===== src/rtl/vga_fb_arbiter.sv =====
// Shares a single-port synchronous-read pixel RAM between VGA scan-out (priority) and a
// queued host write port. Pixels appear a fixed two clocks after the scan position.
module vga_fb_arbiter #(
    parameter int unsigned H_ACTIVE   = 640,
    parameter int unsigned V_ACTIVE   = 480,
    parameter int unsigned ADDR_W     = 19,
    parameter int unsigned DATA_W     = 8,
    parameter int unsigned FIFO_DEPTH = 4
) (
    input  logic              clk,
    input  logic              rst,
    input  logic [9:0]        column,
    input  logic [9:0]        row,
    input  logic              rgb_en,
    input  logic              host_wr_valid,
    input  logic [ADDR_W-1:0] host_wr_addr,
    input  logic [DATA_W-1:0] host_wr_data,
    output logic              host_wr_ready,
    output logic [ADDR_W-1:0] mem_addr,
    output logic              mem_we,
    output logic [DATA_W-1:0] mem_wdata,
    input  logic [DATA_W-1:0] mem_rdata,
    output logic [DATA_W-1:0] pix_data,
    output logic              pix_valid,
    output logic [2:0]        fifo_level,
    output logic              wr_addr_err
);

    localparam int unsigned PtrW = (FIFO_DEPTH > 1) ? $clog2(FIFO_DEPTH) : 1;
    localparam int unsigned CntW = PtrW + 1;
    localparam logic [31:0] HMul = H_ACTIVE;
    localparam logic [9:0] HActive = 10'(H_ACTIVE);
    localparam logic [9:0] VActive = 10'(V_ACTIVE);
    localparam logic [ADDR_W-1:0] PixCount = ADDR_W'(H_ACTIVE * V_ACTIVE);
    localparam logic [CntW-1:0] Depth = CntW'(FIFO_DEPTH);

    typedef enum logic [1:0] {StIdle, StDispRd, StHostWr} grant_e;

    grant_e            state_q, state_d;
    logic [ADDR_W-1:0] mem_addr_q, mem_addr_d;
    logic              mem_we_q, mem_we_d;
    logic [DATA_W-1:0] mem_wdata_q, mem_wdata_d;
    logic              rd_pend_q;
    logic [DATA_W-1:0] pix_data_q;
    logic              pix_valid_q;
    logic              err_q;

    logic [ADDR_W-1:0] fifo_addr_q [FIFO_DEPTH];
    logic [DATA_W-1:0] fifo_data_q [FIFO_DEPTH];
    logic              fifo_oor_q  [FIFO_DEPTH];
    logic [PtrW-1:0]   wr_ptr_q, rd_ptr_q;
    logic [CntW-1:0]   count_q, count_d;

    logic              disp_req;
    logic              full;
    logic              push;
    logic              pop;
    logic              push_oor;
    logic [ADDR_W-1:0] row_ext;
    logic [ADDR_W-1:0] pix_addr;

    assign disp_req      = rgb_en && (column < HActive) && (row < VActive);
    assign full          = (count_q == Depth);
    assign host_wr_ready = !full && !rst;
    assign push          = host_wr_valid && host_wr_ready;
    assign push_oor      = (host_wr_addr >= PixCount);
    assign row_ext       = {{(ADDR_W - 10){1'b0}}, row};

    // Constant multiply by H_ACTIVE as a sum of shifted rows (640 -> row<<9 + row<<7).
    always_comb begin
        pix_addr = {{(ADDR_W - 10){1'b0}}, column};
        for (int i = 0; i < 32; i++) begin
            if (HMul[i]) begin
                pix_addr = pix_addr + (row_ext << i);
            end
        end
    end

    // Grant decision; count_q excludes this cycle's push, so there is no bypass path.
    always_comb begin
        state_d     = StIdle;
        mem_addr_d  = mem_addr_q;
        mem_we_d    = 1'b0;
        mem_wdata_d = mem_wdata_q;
        pop         = 1'b0;
        if (disp_req) begin
            state_d    = StDispRd;
            mem_addr_d = pix_addr;
        end else if (count_q != '0) begin
            state_d = StHostWr;
            pop     = 1'b1;
            // Out-of-range entries are consumed without touching the RAM bus.
            if (!fifo_oor_q[rd_ptr_q]) begin
                mem_addr_d  = fifo_addr_q[rd_ptr_q];
                mem_wdata_d = fifo_data_q[rd_ptr_q];
                mem_we_d    = 1'b1;
            end
        end
    end

    always_comb begin
        count_d = count_q;
        unique case ({push, pop})
            2'b10:   count_d = count_q + CntW'(1);
            2'b01:   count_d = count_q - CntW'(1);
            default: count_d = count_q;
        endcase
    end

    always_ff @(posedge clk) begin
        if (push) begin
            fifo_addr_q[wr_ptr_q] <= host_wr_addr;
            fifo_data_q[wr_ptr_q] <= host_wr_data;
            fifo_oor_q[wr_ptr_q]  <= push_oor;
        end
    end

    always_ff @(posedge clk or posedge rst) begin
        if (rst) begin
            state_q     <= StIdle;
            mem_addr_q  <= '0;
            mem_we_q    <= 1'b0;
            mem_wdata_q <= '0;
            rd_pend_q   <= 1'b0;
            pix_data_q  <= '0;
            pix_valid_q <= 1'b0;
            err_q       <= 1'b0;
            wr_ptr_q    <= '0;
            rd_ptr_q    <= '0;
            count_q     <= '0;
        end else begin
            state_q     <= state_d;
            mem_addr_q  <= mem_addr_d;
            mem_we_q    <= mem_we_d;
            mem_wdata_q <= mem_wdata_d;
            // RAM captures mem_addr one edge after the grant; its data is sampled the next edge.
            rd_pend_q   <= (state_q == StDispRd);
            pix_valid_q <= rd_pend_q;
            pix_data_q  <= rd_pend_q ? mem_rdata : '0;
            if (push && push_oor) begin
                err_q <= 1'b1;
            end
            if (push) begin
                wr_ptr_q <= wr_ptr_q + PtrW'(1);
            end
            if (pop) begin
                rd_ptr_q <= rd_ptr_q + PtrW'(1);
            end
            count_q <= count_d;
        end
    end

    assign mem_addr    = mem_addr_q;
    assign mem_we      = mem_we_q;
    assign mem_wdata   = mem_wdata_q;
    assign pix_data    = pix_data_q;
    assign pix_valid   = pix_valid_q;
    assign fifo_level  = 3'(count_q);
    assign wr_addr_err = err_q;

endmodule


===== config.mk =====
export PLATFORM = sky130hd
export DESIGN_NAME = vga_fb_arbiter
export DESIGN_NICKNAME = d
export VERILOG_FILES = /design/src/rtl/vga_fb_arbiter.sv
export SDC_FILE = /design/constraint.sdc
export NUM_CORES = 1
export LEC_CHECK = 0
export CORE_MARGIN = 2
export CORE_UTILIZATION = 55
export CTS_CLUSTER_SIZE = 12
export DETAILED_ROUTE_END_ITERATION = 12
export DONT_BUFFER_PORTS = 1
export GPL_TIMING_DRIVEN = 0
export HOLD_SLACK_MARGIN = 0.15
export PLACE_DENSITY_LB_ADDON = 0.08
export REMOVE_ABC_BUFFERS = 1
export SETUP_SLACK_MARGIN = 0.1
export SLEW_MARGIN = 20
export SYNTH_ARGS = -nofsm -noshare
export SYNTH_HDL_FRONTEND = slang
export SYNTH_SLANG_ARGS = --single-unit

===== constraint.sdc =====
create_clock -name clk -period 3.45 [get_ports clk]
set_clock_uncertainty 0.15 [all_clocks]
set_input_delay 0.345 -clock clk [delete_from_list [all_inputs] [get_ports clk]]
set_output_delay 0.345 -clock clk [all_outputs]
set_load 0.1 [all_outputs]

**Word level (Yosys, flattened, before mapping)**

Memories as Yosys holds them, arrays and structs flattened. A register that Yosys moved wholly into a read port is not among the register bits.
Index checks and enable logic that the tools add are counted.

- Bits of input ports: 59
- Bits in writable memories: 112
- Logic and storage cells: 55
- Register bits after elaboration: 40
- Output and inout bits: 42
- Memories kept: 3

Memories:

| name | depth | width | read ports | clocked after Yosys merged registers in | write ports | RTL line | text |
|---|---|---|---|---|---|---|---|
| fifo_addr_q | 4 | 19 | 1 | 0 | 1 | 48 | `logic [ADDR_W-1:0] fifo_addr_q [FIFO_DEPTH];` |
| fifo_data_q | 4 | 8 | 1 | 1 | 1 | 49 | `logic [DATA_W-1:0] fifo_data_q [FIFO_DEPTH];` |
| fifo_oor_q | 4 | 1 | 1 | 0 | 1 | 50 | `logic fifo_oor_q [FIFO_DEPTH];` |

- $lt $le $gt $ge: 3
- Eq/ne operators: 5
- Bitwise logic cells: 2
- Muxes and demuxes: 14
- Reductions and logical operators: 12
- Add/subtract/negate cells: 6

Operator list:

| cell | count |
|---|---|
| 2-to-1 mux 19 bit | 3 |
| adder 18 x 19 -> 19 bit | 1 |
| >= comparator 19 bit, second input constant | 1 |
| adder 10 x 17 -> 18 bit | 1 |
| less-than comparator 10 bit, second input constant | 1 |
| less-than comparator 10 x 9 -> 1 bit, second input constant | 1 |
| 2-to-1 mux 8 bit | 1 |
| 2-to-1 mux 1 bit | 7 |
| case mux 3 bit (2 select lines) | 1 |
| logical AND 1 bit | 5 |
| adder 2 x 1 -> 2 bit, second input constant | 2 |
| == test 2 x 1 -> 1 bit, second input constant | 2 |
| 2-to-1 mux 2 bit | 2 |
| nonzero test 2 bit | 2 |
| adder 3 x 1 -> 3 bit, second input constant | 1 |
| == test 3 bit, second input constant | 1 |
| AND reduction 3 bit | 1 |
| nonzero test 3 bit | 1 |
| subtractor 3 x 1 -> 3 bit, second input constant | 1 |
| == test 2 bit, second input constant | 1 |
| logical NOT 1 bit | 2 |
| != test 2 bit, second input constant | 1 |
| NOT 1 bit | 2 |
| AND reduction 2 bit | 1 |

**Logic depth before layout (Yosys ltp)**

- Word-level depth: 6
- Depth in mapped cells: 10
- Depth with buffers taken out: 10

**Worst setup path before layout**

OpenSTA, ideal clock, no wires.

- Path kind: register to register
- Start point: register count_q[0] (netlist: fifo_level[0])
- End point: register count_q[2] (netlist: fifo_level[2])
- Setup time: 163 ps
- Stages on the path, launching flop included: 11
- Path buffers: 0
- Arrival: 4075 ps
- Required time: 3137 ps
- Clock period less this slack: 4388 ps
- Slack: -938 ps
- Cell sequence: dfrtp_1 -> inv_1 -> a31oi_1 -> and2_0 -> inv_1 -> ha_1 -> inv_1 -> fa_1 -> xor2_1 -> nor2_1 -> xor2_1

- Word-level cells in the longest chain between the ends: 6
- Elaborated cells on any way between the ends: 13
- Those cells by class: 2 x add/sub; 3 x eq/ne; 3 x mux; 5 x reduce/logical

RTL lines:

| element | RTL line | text |
|---|---|---|
| from (decl) | 52 | `logic [CntW-1:0] count_q, count_d;` |
| from (signal assigned) | 149 | `count_q <= count_d;` |
| == test 3 bit (*) | 63 | `assign full = (count_q == Depth);` |
| logical NOT 1 bit (*) | 64 | `assign host_wr_ready = !full && !rst;` |
| logical AND 1 bit (*) | 64 |  |
| named net host_wr_ready | 18 | `output logic host_wr_ready,` |
| logical AND 1 bit (*) | 65 | `assign push = host_wr_valid && host_wr_ready;` |
| == test 2 x 1 -> 1 bit / == test 2 bit (equally long branches) | 103 | `unique case ({push, pop})` |
| case mux 3 bit (2 select lines) / nonzero test 2 bit (equally long branches) | -- |  |

Mark *: on every way through the listed nets, which the timed path passes. The rest lies on a longest branch.
A chain may end at the register's enable or synchronous reset.

**Worst setup path after layout**

- Start point: register count_q[1] (netlist: fifo_level[1])
- End point: register count_q[2] (netlist: fifo_level[2])

Same word-level chain as after synthesis.

==> metrics.txt <==
total of flip-flops plus latches after synthesis 160; total power between 7 and 8 mW; number of top-level design ports about 100; hold slack final ~170 ps; adder and majority cell fraction of the synthesized area 5.47%; Min-Delay Path Class input pin to flop; Max Cap Violations 0; worst-case headroom to the max-slew limit approximately 33%; Seq pwr share a little under three fifths; most prevalent standard cell on the critical path inv_1; ordered cell list for the critical path inv_1 > a31oi_4 > buf_6 > and2_0 > inv_1 > ha_1 > inv_1 > fa_1 > xor2_1 > nor2_1 > xor2_1; switching power share of the total 42.6%; area share of and/or/nand/nor cells after synthesis ~5.7%; power density over the cells a little over 900 nW/um2; synthesized area per cell about 17 um2; Net Sw Power about 3.1 mW; Syn. warnings 0; proportion of synthesized flip-flops having asynchronous set or reset between 30% and 40%; number of enable-type register cells in the synthesized netlist roughly 110; y dimension of the die ~110 um; placed insts between 500 and 600; worst slack, placed -274 ps; area of the die about 13000 um2; gate count after technology mapping 381; nature of the critical path startpoint flop; count of distinct cell types in the synthesized netlist 39; result of the run finished clean; path type of the worst setup path flop to flop; antenna diode count 0; Max IR drop VDD around 0.00049 V; number of port buffers 0; largest net degree at the start of global routing 30; Initial Utilization between 50% and 60%; number of violations reported at the end of detailed-routing iteration 0 about 260; WL/cell between 20 and 25 um; Top delay family on crit path compound AO/OA/AOI/OAI gates; part of the power in combinational logic 21.1%; Max stage delay on crit path 720 ps; number of global-route vias before repair between 3000 and 4000; critical-path maximum fanout 5; netlist area before placement 6590 um2; number of buffers and inverters on the critical path 4; maximum frequency from static timing analysis around 310 MHz; portion of netlist area occupied by mux cells 11.3%; Routability Congestion about 0.8; vias after detailed routing between 3000 and 4000; Clk pin slew, worst setup/hold paths 60 ps; insertion delay to the later sink of the worst-skew pair around 420 ps; core area between 10000 and 15000 um2; RSZ-0062 raised after global routing true; GRT Overall Usage 21.5%; Worst Tran Pin Value around 1000 ps; share of post-route cells with drive strength above 1 19.6%; Critical Path End Type flop; post-route setup slack around 250 ps; Post-Route WL between 10000 and 15000 um; area of all placed cells without fillers 7910 um2; post-synth top area cell edfxtp_1; sequential share of the synthesized area between 60% and 70%; clock root buffer clkbuf_16; commonest register cell after synthesis edfxtp_1; post-detailed-route DRC marker count 0; router iterations before antenna repair 4; slowest stage cell, crit path a31oi_4; most common library cells after synthesis 112 x edfxtp_1, 48 x dfrtp_1, 28 x mux4_2, 24 x ha_1, 20 x nand2_1; Synth top area share 51.0%; count of fill cells added during filler insertion ~790; maximum buffer depth of the clock tree 2; P&R area growth vs syn 20.0%; clock net sink count 160; most instantiated library cell after synthesis edfxtp_1; global-route wire length before repair between 20000 and 25000 um; drt via density 5.95; # nets final ~530; antenna violations before repair 0; arrival time of data at the critical path endpoint approximately 3300 ps; share of the synthesized area in compound gates (AO/OA/AOI/OAI) 4.99%; final critical delay including setup and external delays roughly 3200 ps; cell types occupying the most area after synthesis edfxtp_1 51%, dfrtp_1 18%, mux4_2 9.6%; area of placed instances about 6900 um2; row cnt 39; Clk network pwr share 22.7%; TritonCTS clock tree built; final setup violation count 0; main combinational cell family by area after synthesis multiplexers; H-Tree Depth 4; Detailed Place HPWL ~8000 um; internal power component 4.23 mW; max-slew violation total from the final report 0; required time at the worst-slack endpoint 3570 ps; GR Overflow Total 0; final cell count without fillers around 600; Chip Width approximately 110 um; P_leak 2.96 nW; clock buffers created by TritonCTS 17; part of the cycle the worst path needs ~90%; Final Hold Violating Endpoints 0; post-synthesis share of cell area spent on xor and xnor gates 1.59%; Sum Neg Setup Slack 0 ps; number of nets still failing antenna checks after routing 0; Core Util, Final 68.4%
[state kept, by name, summed over array words and instances, names as in the netlist]
| name | count |
|---|---|
| mem_wdata | 8 |
| fifo_addr_q | 76 |
| mem_addr | 19 |
| rd_pend_q | 1 |
| fifo_data_q | 32 |
| rd_ptr_q | 2 |
| fifo_oor_q | 4 |
| wr_addr_err | 1 |
| state_q | 2 |
| wr_ptr_q | 2 |
| pix_valid | 1 |
| mem_we | 1 |
| pix_data | 8 |
| fifo_level | 3 |
[layout by cell type (no fill, tap or decap), drive strengths merged, types with 5 or more instances in the layout]
cell         count
edfxtp         112
dfrtp           48
dlygate4sd3     47
mux4            28
clkbuf          27
ha              24
nand2           20
inv             13
and3            13
a21oi           10
mux2             9
and2             9
a221o            8
nor2             7
a31oi            7
buf              7
o21ai            6
xor2             6
xnor2            6
clkinvlp         5
nor3             5
[worst paths after layout]
kind | to | cells after the start | start | slack (ps)
setup / recovery | fifo_level[2] | 11 | fifo_level[1] | 250
hold / removal | wr_ptr_q[0] | 2 | host_wr_valid | 170
setup reg to reg | fifo_level[2] | 11 | fifo_level[1] | 250
hold reg to reg | rd_pend_q | 1 | state_q[1] | 250
max in group asynchronous | fifo_level[1] | 3 | rst | 2310
min in group asynchronous | mem_wdata[5] | 2 | rst | 310
[what timing repair did]
item                       in CTS  in global routing
setup endpoints to repair       3                  3
pin swaps                       0                  1
hold buffers                   47                  0
gates resized for setup         3                  5
cloned                          0                  1
buffers inserted                0                  0
hold endpoints to repair      178                  0
[layout make-up]
type	instances	area [um2]	share of cell area, %
Clock buffer	27	503	6.36
Clock inverter	5	32.5	0.411
Inverter	14	56.3	0.712
Multi-Input combinational cell	194	1940	24.5
Sequential cell	160	4580	57.9
Tap cell	143	179	2.26
Timing Repair Buffer	54	617	7.80
Timing Repair inverter	1	5.00	0.0633
[cell families after synthesis]
group | count (synthesis)
adders and majority gates | 27
DFF | 160
xor gates and xnor gates | 12
AOI/OAI and AO/OA | 47
and+or+nand+nor | 70
buffers and inverters | 27
muxes | 38
[power groups by stage]
stage	logic, mW	registers [mW]	clock network, mW
after floorplan	1.10	4.09	0
after global placement	1.34	4.22	0
after detailed placement	1.50	4.18	0
after CTS	1.57	4.14	1.70
after global routing	1.71	4.19	1.79
final	1.55	4.14	1.67
[layer usage]
metal	vias up	global-route usage (%)	part of all wire (%)
met5	-	0	0
met2	100	36.4	52
met4	0	9.19	1.7
met1	1833	25.9	41
li1	1604	-	-
met3	19	6.64	5.8
No activity file was read; power rests on OpenSTA's default activity.
